**src/rtl/muldiv_seq_pkg.sv**
```systemverilog
// Shared constants for the RV32M iterative multiply/divide unit:
// funct3/funct7 encodings, FSM state type and operand helpers.
package muldiv_seq_pkg;

  localparam logic [2:0] FNC_MUL    = 3'b000;
  localparam logic [2:0] FNC_MULH   = 3'b001;
  localparam logic [2:0] FNC_MULHSU = 3'b010;
  localparam logic [2:0] FNC_MULHU  = 3'b011;
  localparam logic [2:0] FNC_DIV    = 3'b100;
  localparam logic [2:0] FNC_DIVU   = 3'b101;
  localparam logic [2:0] FNC_REM    = 3'b110;
  localparam logic [2:0] FNC_REMU   = 3'b111;

  localparam logic [6:0] FNC7_MULDIV = 7'b0000001;

  typedef enum logic [1:0] {
    IDLE = 2'd0,
    RUN  = 2'd1,
    DONE = 2'd2
  } muldiv_state_e;

  // Stage-2 decode helper: R-type with this funct7 belongs to the M extension.
  function automatic logic is_mext(input logic [6:0] funct7);
    return funct7 == FNC7_MULDIV;
  endfunction

  // Two's-complement magnitude; 0x8000_0000 maps to itself (read as unsigned).
  function automatic logic [31:0] mag32(input logic [31:0] x, input logic neg);
    return neg ? -x : x;
  endfunction

endpackage

```
**src/rtl/muldiv_seq_if.sv**
```systemverilog
// Handshake/operand bundle between stage-2 control and the M-extension unit.
interface muldiv_seq_if #(parameter int XLEN = 32);
  logic            start;
  logic [2:0]      funct3;
  logic [XLEN-1:0] op_a;
  logic [XLEN-1:0] op_b;
  logic            flush;
  logic            stall;
  logic            busy;
  logic            done;
  logic [XLEN-1:0] result;

  modport master (
    output start, funct3, op_a, op_b, flush,
    input  stall, busy, done, result
  );

  modport slave (
    input  start, funct3, op_a, op_b, flush,
    output stall, busy, done, result
  );
endinterface

```
**src/rtl/muldiv_sign_fix.sv**
```systemverilog
// Final result formation: reapply the sign to the unsigned magnitudes and
// select low/high product word or quotient/remainder by funct3.
module muldiv_sign_fix
  import muldiv_seq_pkg::*;
#(
  parameter int XLEN = 32
) (
  input  logic [2*XLEN-1:0] mag,
  input  logic [XLEN-1:0]   rem,
  input  logic              neg,
  input  logic [2:0]        funct3,
  output logic [XLEN-1:0]   result
);

  logic signed [2*XLEN-1:0] prod_s;
  logic signed [XLEN-1:0]   quo_s;
  logic signed [XLEN-1:0]   rem_s;

  always_comb begin
    prod_s = neg ? -$signed(mag) : $signed(mag);
    quo_s  = neg ? -$signed(mag[XLEN-1:0]) : $signed(mag[XLEN-1:0]);
    rem_s  = neg ? -$signed(rem) : $signed(rem);
    result = rem_s;
    unique case (funct3)
      FNC_MUL:                        result = prod_s[XLEN-1:0];
      FNC_MULH, FNC_MULHSU, FNC_MULHU: result = prod_s[2*XLEN-1:XLEN];
      FNC_DIV, FNC_DIVU:              result = quo_s;
      default:                        result = rem_s;
    endcase
  end

endmodule

```
**src/rtl/muldiv_seq.sv**
```systemverilog
// Iterative RV32M multiply/divide unit: one bit per cycle, radix-2 shift-add
// multiply and restoring divide, with its own IDLE/RUN/DONE sequencer.
module muldiv_seq
  import muldiv_seq_pkg::*;
#(
  parameter int XLEN  = 32,
  parameter int CNT_W = 5
) (
  input logic          clk,
  input logic          rst_n,
  muldiv_seq_if.slave  bus
);

  localparam logic [CNT_W-1:0] CNT_LAST = CNT_W'(XLEN - 1);

  muldiv_state_e     state_q, state_d;
  logic [2:0]        fn_q, fn_d;
  logic [XLEN-1:0]   a_q, a_d;
  logic [XLEN-1:0]   b_q, b_d;
  logic [XLEN-1:0]   rem_q, rem_d;
  logic [XLEN-1:0]   result_q, result_d;
  logic [2*XLEN-1:0] acc_q, acc_d;
  logic [CNT_W-1:0]  cnt_q, cnt_d;
  logic              neg_q, neg_d;

  logic              signed_a, signed_b, a_neg, b_neg;
  logic              div_zero, div_ovf;
  logic [2*XLEN-1:0] acc_step;
  logic [XLEN:0]     rem_sh;
  logic              rem_ge;
  logic [XLEN-1:0]   rem_step, quo_step;
  logic [XLEN-1:0]   fix_res;

  // Operand classification at accept time.
  assign signed_a = (bus.funct3 != FNC_MULHU) && (bus.funct3 != FNC_DIVU) &&
                    (bus.funct3 != FNC_REMU);
  assign signed_b = signed_a && (bus.funct3 != FNC_MULHSU);
  assign a_neg    = signed_a & bus.op_a[XLEN-1];
  assign b_neg    = signed_b & bus.op_b[XLEN-1];
  assign div_zero = bus.funct3[2] && (bus.op_b == '0);
  assign div_ovf  = bus.funct3[2] && !bus.funct3[0] &&
                    (bus.op_a == {1'b1, {(XLEN-1){1'b0}}}) && (bus.op_b == '1);

  // One iteration step; a_q doubles as dividend and quotient shift register.
  assign acc_step = b_q[0] ? acc_q + ({{XLEN{1'b0}}, a_q} << cnt_q) : acc_q;
  assign rem_sh   = {rem_q, a_q[XLEN-1]};
  assign rem_ge   = rem_sh >= {1'b0, b_q};
  assign rem_step = rem_ge ? rem_sh[XLEN-1:0] - b_q : rem_sh[XLEN-1:0];
  assign quo_step = {a_q[XLEN-2:0], rem_ge};

  muldiv_sign_fix #(.XLEN(XLEN)) u_sign_fix (
    .mag    (fn_q[2] ? {{XLEN{1'b0}}, quo_step} : acc_step),
    .rem    (rem_step),
    .neg    (neg_q),
    .funct3 (fn_q),
    .result (fix_res)
  );

  always_comb begin
    state_d  = state_q;
    fn_d     = fn_q;
    a_d      = a_q;
    b_d      = b_q;
    rem_d    = rem_q;
    result_d = result_q;
    acc_d    = acc_q;
    cnt_d    = cnt_q;
    neg_d    = neg_q;
    unique case (state_q)
      IDLE: begin
        if (bus.start && !bus.flush) begin
          fn_d  = bus.funct3;
          a_d   = mag32(bus.op_a, a_neg);
          b_d   = mag32(bus.op_b, b_neg);
          neg_d = (bus.funct3 == FNC_REM) ? a_neg : (a_neg ^ b_neg);
          acc_d = '0;
          rem_d = '0;
          cnt_d = '0;
          if (div_zero) begin
            state_d  = DONE;
            result_d = bus.funct3[1] ? bus.op_a : '1;
          end else if (div_ovf) begin
            state_d  = DONE;
            result_d = bus.funct3[1] ? '0 : bus.op_a;
          end else begin
            state_d = RUN;
          end
        end
      end
      RUN: begin
        if (bus.flush) begin
          state_d = IDLE;
        end else begin
          if (fn_q[2]) begin
            a_d   = quo_step;
            rem_d = rem_step;
          end else begin
            acc_d = acc_step;
            b_d   = b_q >> 1;
          end
          cnt_d = cnt_q + 1'b1;
          if (cnt_q == CNT_LAST) begin
            state_d  = DONE;
            result_d = fix_res;
          end
        end
      end
      DONE:    state_d = IDLE;
      default: state_d = IDLE;
    endcase
  end

  always_ff @(posedge clk or negedge rst_n) begin
    if (!rst_n) begin
      state_q  <= IDLE;
      fn_q     <= '0;
      a_q      <= '0;
      b_q      <= '0;
      rem_q    <= '0;
      result_q <= '0;
      acc_q    <= '0;
      cnt_q    <= '0;
      neg_q    <= 1'b0;
    end else begin
      state_q  <= state_d;
      fn_q     <= fn_d;
      a_q      <= a_d;
      b_q      <= b_d;
      rem_q    <= rem_d;
      result_q <= result_d;
      acc_q    <= acc_d;
      cnt_q    <= cnt_d;
      neg_q    <= neg_d;
    end
  end

  assign bus.done   = (state_q == DONE);
  assign bus.busy   = (state_q != IDLE);
  assign bus.stall  = bus.start & ~bus.done;
  assign bus.result = result_q;

endmodule

```
**src/flat_wrapper.sv**
```systemverilog
// flat-port wrapper written by rule: the top's interface ports become plain ports
module muldiv_seq_flat import muldiv_seq_pkg::*;
#(
  parameter int XLEN  = 32,
  parameter int CNT_W = 5
)
  (clk, rst_n, bus_start, bus_funct3, bus_op_a, bus_op_b, bus_flush, bus_stall, bus_busy, bus_done, bus_result);
  muldiv_seq_if #(.XLEN(XLEN)) bus_i ();
  input logic clk;
  input logic rst_n;
  input wire logic [$bits(bus_i.start)-1:0] bus_start;
  input wire logic [$bits(bus_i.funct3)-1:0] bus_funct3;
  input wire logic [$bits(bus_i.op_a)-1:0] bus_op_a;
  input wire logic [$bits(bus_i.op_b)-1:0] bus_op_b;
  input wire logic [$bits(bus_i.flush)-1:0] bus_flush;
  output wire logic [$bits(bus_i.stall)-1:0] bus_stall;
  output wire logic [$bits(bus_i.busy)-1:0] bus_busy;
  output wire logic [$bits(bus_i.done)-1:0] bus_done;
  output wire logic [$bits(bus_i.result)-1:0] bus_result;
  assign bus_i.start = bus_start;
  assign bus_i.funct3 = bus_funct3;
  assign bus_i.op_a = bus_op_a;
  assign bus_i.op_b = bus_op_b;
  assign bus_i.flush = bus_flush;
  assign bus_stall = bus_i.stall;
  assign bus_busy = bus_i.busy;
  assign bus_done = bus_i.done;
  assign bus_result = bus_i.result;
  muldiv_seq #(.XLEN(XLEN), .CNT_W(CNT_W)) u_core (.clk(clk), .rst_n(rst_n), .bus(bus_i));
endmodule
```
**config.mk**
```make
export PLATFORM = sky130hd
export DESIGN_NAME = muldiv_seq_flat
export DESIGN_NICKNAME = d
export VERILOG_FILES = /design/src/rtl/muldiv_seq_pkg.sv /design/src/rtl/muldiv_seq_if.sv /design/src/rtl/muldiv_sign_fix.sv /design/src/rtl/muldiv_seq.sv /design/src/flat_wrapper.sv
export SDC_FILE = /design/constraint.sdc
export NUM_CORES = 1
export LEC_CHECK = 0
export ABC_AREA = 1
export BUFFER_PORTS_ARGS = -buffer_cell sky130_fd_sc_hd__buf_4
export CAP_MARGIN = 15
export CORE_MARGIN = 2
export CORE_UTILIZATION = 50
export DETAILED_ROUTE_END_ITERATION = 16
export GPL_TIMING_DRIVEN = 0
export PLACE_DENSITY = 0.67
export SYNTH_ARGS = -nofsm -noshare
export SYNTH_HDL_FRONTEND = slang
export SYNTH_HIERARCHICAL = 1
export SYNTH_SLANG_ARGS = --single-unit
```
**constraint.sdc**
```tcl
create_clock -name clk -period 4.95 [get_ports clk]
set_input_delay 0.2475 -clock clk [delete_from_list [all_inputs] [get_ports clk]]
set_output_delay 0.2475 -clock clk [all_outputs]
set_load 0.01 [all_outputs]
```
==> summary.txt <==
Synth
  • FF+latch count, synth: 203
  • Synth top area share: 24.43%
  • Synth area leaders: nand2_1, dfrtp_1, inv_1, nand3_1, nor2_1
  • Post-Syn Instances: 4792
  • Count leader, synth: nand2_1
  • Netlist Area Pre-Place: 26540 µm²
  • Mean Syn Cell Area: 5.538 µm²
  • Synth area leader: nand2_1
  • Sequential share of the synthesized area: 19.14%
  • Top cells by count, synth: nand2_1, inv_1, nor2_1, nand3_1, o21ai_0
  • Post-synth EDFFs: 0
  • Synth async-reset ratio: 100.0%
  • Synthesized Nets: 4967
  • Syn. warnings: 6
  • Main synth FF type: dfrtp_1
  • Yosys cell types: 55

Power and ir drop
  • P per Cell Area: 847.0 nW/µm²
  • VDD IR-drop max: 0.0004805 V
  • Leakage power total: 17.23 nW
  • Total power: 28.91 mW

Worst hold path
  • Min-Delay Endpoint: u_core/b_q[15]$_DFFE_PN0P_
  • Source of the worst hold timing path: bus_op_b[15]
  • Hold WC Path Type: input pin to register
  • Hold path depth: 5

Setup path
  • RR Endpoint: u_core/bus.result[17]$_DFFE_PN0P_
  • CP arrival: 5.80 ns
  • Worst reg2reg path startpoint: u_core/cnt_q[0]$_DFFE_PN0P_
  • CP required: 5.49 ns
  • Kind of cell adding the most delay to the critical path: simple AND/OR/NAND/NOR gates
  • Flop2flop setup slack: -0.31 ns
  • Most common cell type on the critical path: nand2_1
  • Reg2Reg Depth: 33
  • Slowest stage cell, crit path: dfrtp_2
  • Worst path max stage delay: 0.43 ns
  • CP Capture Type: register
  • Critical path buffer and inverter count: 5
  • CP startpoint kind: register
  • Crit-path max FO: 10
  • Critical path type: register to register

Floorplan
  • Die Span Y: 234.4 µm
  • Die Footprint: 54930 µm²
  • Core box area: 52550 µm²
  • FP Rows: 84
  • Top-level I/O count: 106
  • Die span in x: 234.4 µm
  • Starting Density: 50.50%

Placement
  • RePlAce Congestion: 1.125
  • Input/output buffers: 105
  • Placed inst area: 28220 µm²
  • Post-DP HPWL: 102900 µm
  • Cells after DPL: 5586

Clock tree
  • Clock Sink Count: 203
  • H-tree lvl count: 1
  • Root Buffer Master: clkbuf_16
  • Bufs on Longest Clock Path: 3
  • Clock Pin Slew Worst Setup and Hold Paths: 0.06 ns
  • CTS tree: done
  • Number of buffers created by CTS: 27
  • Clk_lat worst skew: 0.60 ns

Outcome
  • Status: finished with violations
  • Failing checks: setup timing

Global route
  • Grt total ovfl: 0
  • Initial antenna violation count: 0
  • Vias in the first global route: 30580
  • Global Route Usage Sum: 45.58%
  • First-pass GRT wire length: 186200 µm
  • Largest net degree at the start of global routing: 106

Timing
  • Final WS setup: -0.3058 ns
  • Max Freq: 190.3 MHz
  • Min cycle time layout: 5.256 ns
  • Clock Skew: 0.02372 ns
  • Hold_ws: 0.02491 ns
  • RSZ-0062 raised after global routing: yes
  • Relative slew slack: 20.95%
  • Final setup viols: 32
  • Count of final max-slew check failures: 0
  • Worst slew pin tran: 1.186 ns
  • Hold Fails Final Rpt: 0
  • Period utilization: 106.2%

Route
  • DR vias/cell: 5.955
  • Post-route DRC: 0
  • TritonRoute pass-1 iters: 7
  • Total number of vias: 34200
  • Detail Route Antenna Nets: 0
  • WL/cell: 22.98 µm
  • DRT Wirelength: 131900 µm
  • DRT iter0 DRCs: 4388

Cells and area
  • Antenna diode instance count: 0
  • # nets final: 5209
  • Final instance area: 34130 µm²
  • Non-Filler Instances: 5743
  • Share of cells above drive strength 1: 23.01%
  • Area Overhead vs Synth: 28.62%

Job
  • Max-cap violations: 0
## kinds of logic (layout without fill, tap and decap cells)
| kind of cell | after synthesis | count (layout) | share of synthesized area (%) |
|---|---|---|---|
| DFF | 203 | 203 | 19.14 |
| AOI/OAI and AO/OA | 663 | 663 | 13.42 |
| adders and majority gates | 104 | 104 | 4.960 |
| xor gates and xnor gates | 95 | 95 | 3.135 |
| buffers and inverters | 811 | 1074 | 11.95 |
| muxes | 37 | 37 | 1.396 |
| and+or+nand+nor | 2879 | 2879 | 46.00 |
## worst reg2reg max path, delay by kind of cell, from the launching register on
kind / cells / cell delay [ns]
AOI/OAI and AO/OA: 5 / 1.08
xor gates and xnor gates: 1 / 0.15
adders and majority gates: 1 / 0.24
buffers and inverters: 5 / 0.63
DFF: 1 / 0.43
and+or+nand+nor: 21 / 2.64
## worst max path at each step
stage	slack, ns	to	from	cells past startpoint
floorplan	0.80	u_core/bus.result[28]$_DFFE_PN0P_	u_core/cnt_q[0]$_DFFE_PN0P_	29
global placement	-1.45	u_core/bus.result[2]$_DFFE_PN0P_	u_core/cnt_q[0]$_DFFE_PN0P_	30
detailed placement	-1.46	u_core/bus.result[2]$_DFFE_PN0P_	u_core/cnt_q[1]$_DFFE_PN0P_	29
CTS	-0.02	u_core/bus.result[31]$_DFFE_PN0P_	u_core/cnt_q[0]$_DFFE_PN0P_	36
global route	-0.56	u_core/bus.result[31]$_DFFE_PN0P_	u_core/cnt_q[0]$_DFFE_PN0P_	36
finish	-0.31	u_core/bus.result[17]$_DFFE_PN0P_	u_core/cnt_q[0]$_DFFE_PN0P_	33
## per-stage QoR
step	setup WS, ns	util [%]	TNS (ns)
final	-0.3058	64.95	-6.679
after global routing	-0.5602	64.95	-11.38
after CTS	-0.01769	60.46	-0.04171
after detailed placement	-1.457	53.70	-35.42
after global placement	-1.449	53.64	-35.79
after floorplan	0.7990	-	0
## placed cells by master (no fill, tap or decap), drive strengths merged, types with 3 or more instances in the layout
master	n
and2	33
nand2	1741
nor4	10
ha	102
a31oi	4
o22ai	16
o221ai	6
clkbuf	141
or2	44
nand3b	61
xnor2	38
nor3	83
o211ai	25
a21oi	197
dlygate4sd3	5
o21bai	12
dfrtp	203
xor2	57
o21ai	384
nor2	487
nand3	374
o31ai	3
a21o	5
nand4	44
clkinv	7
mux2i	37
o21a	3
inv	638
buf	279
## registers in the layout (all words and copies together), names as in the netlist
name,cells
u_core/a_q,32
u_core/acc_q,64
u_core/b_q,32
u_core/bus.result,32
u_core/cnt_q,5
u_core/fn_q,3
u_core/neg_q,1
u_core/rem_q,32
u_core/state_q,2
## routing by layer
layer / track usage [%] / share of wire (%)
met1: 55.99 / 37
met2: 69.58 / 43
met5: 0 / 0
met3: 11.59 / 12
met4: 32.35 / 8.6
## where the power goes
group,total (mW),internal (mW),leakage (nW),switching [mW]
clock,2.05,1.18,0.431,0.875
sequential,2.87,2.28,2.63,0.582
combinational,24.0,8.02,14.2,16.0
## final cells by class
type	instances	area, µm²
Buffer	169	850.8
Clock buffer	40	764.5
Clock inverter	10	127.6
Fill cell	5041	18420
Inverter	639	2416
Multi-Input combinational cell	3778	22240
Sequential cell	203	5082
Tap cell	688	860.8
Timing Repair Buffer	216	1795
## what timing repair did
action | CTS | global route
endpoints found under the setup margin | 32 | 32
pin swaps | 129 | 210
buffers inserted | 64 | 37
gates resized for setup | 688 | 475
endpoints found under the hold margin | 102 | 0
hold buffers | 5 | 0
cloned | 2 | 2
No activity file was read; power rests on OpenSTA's default activity.
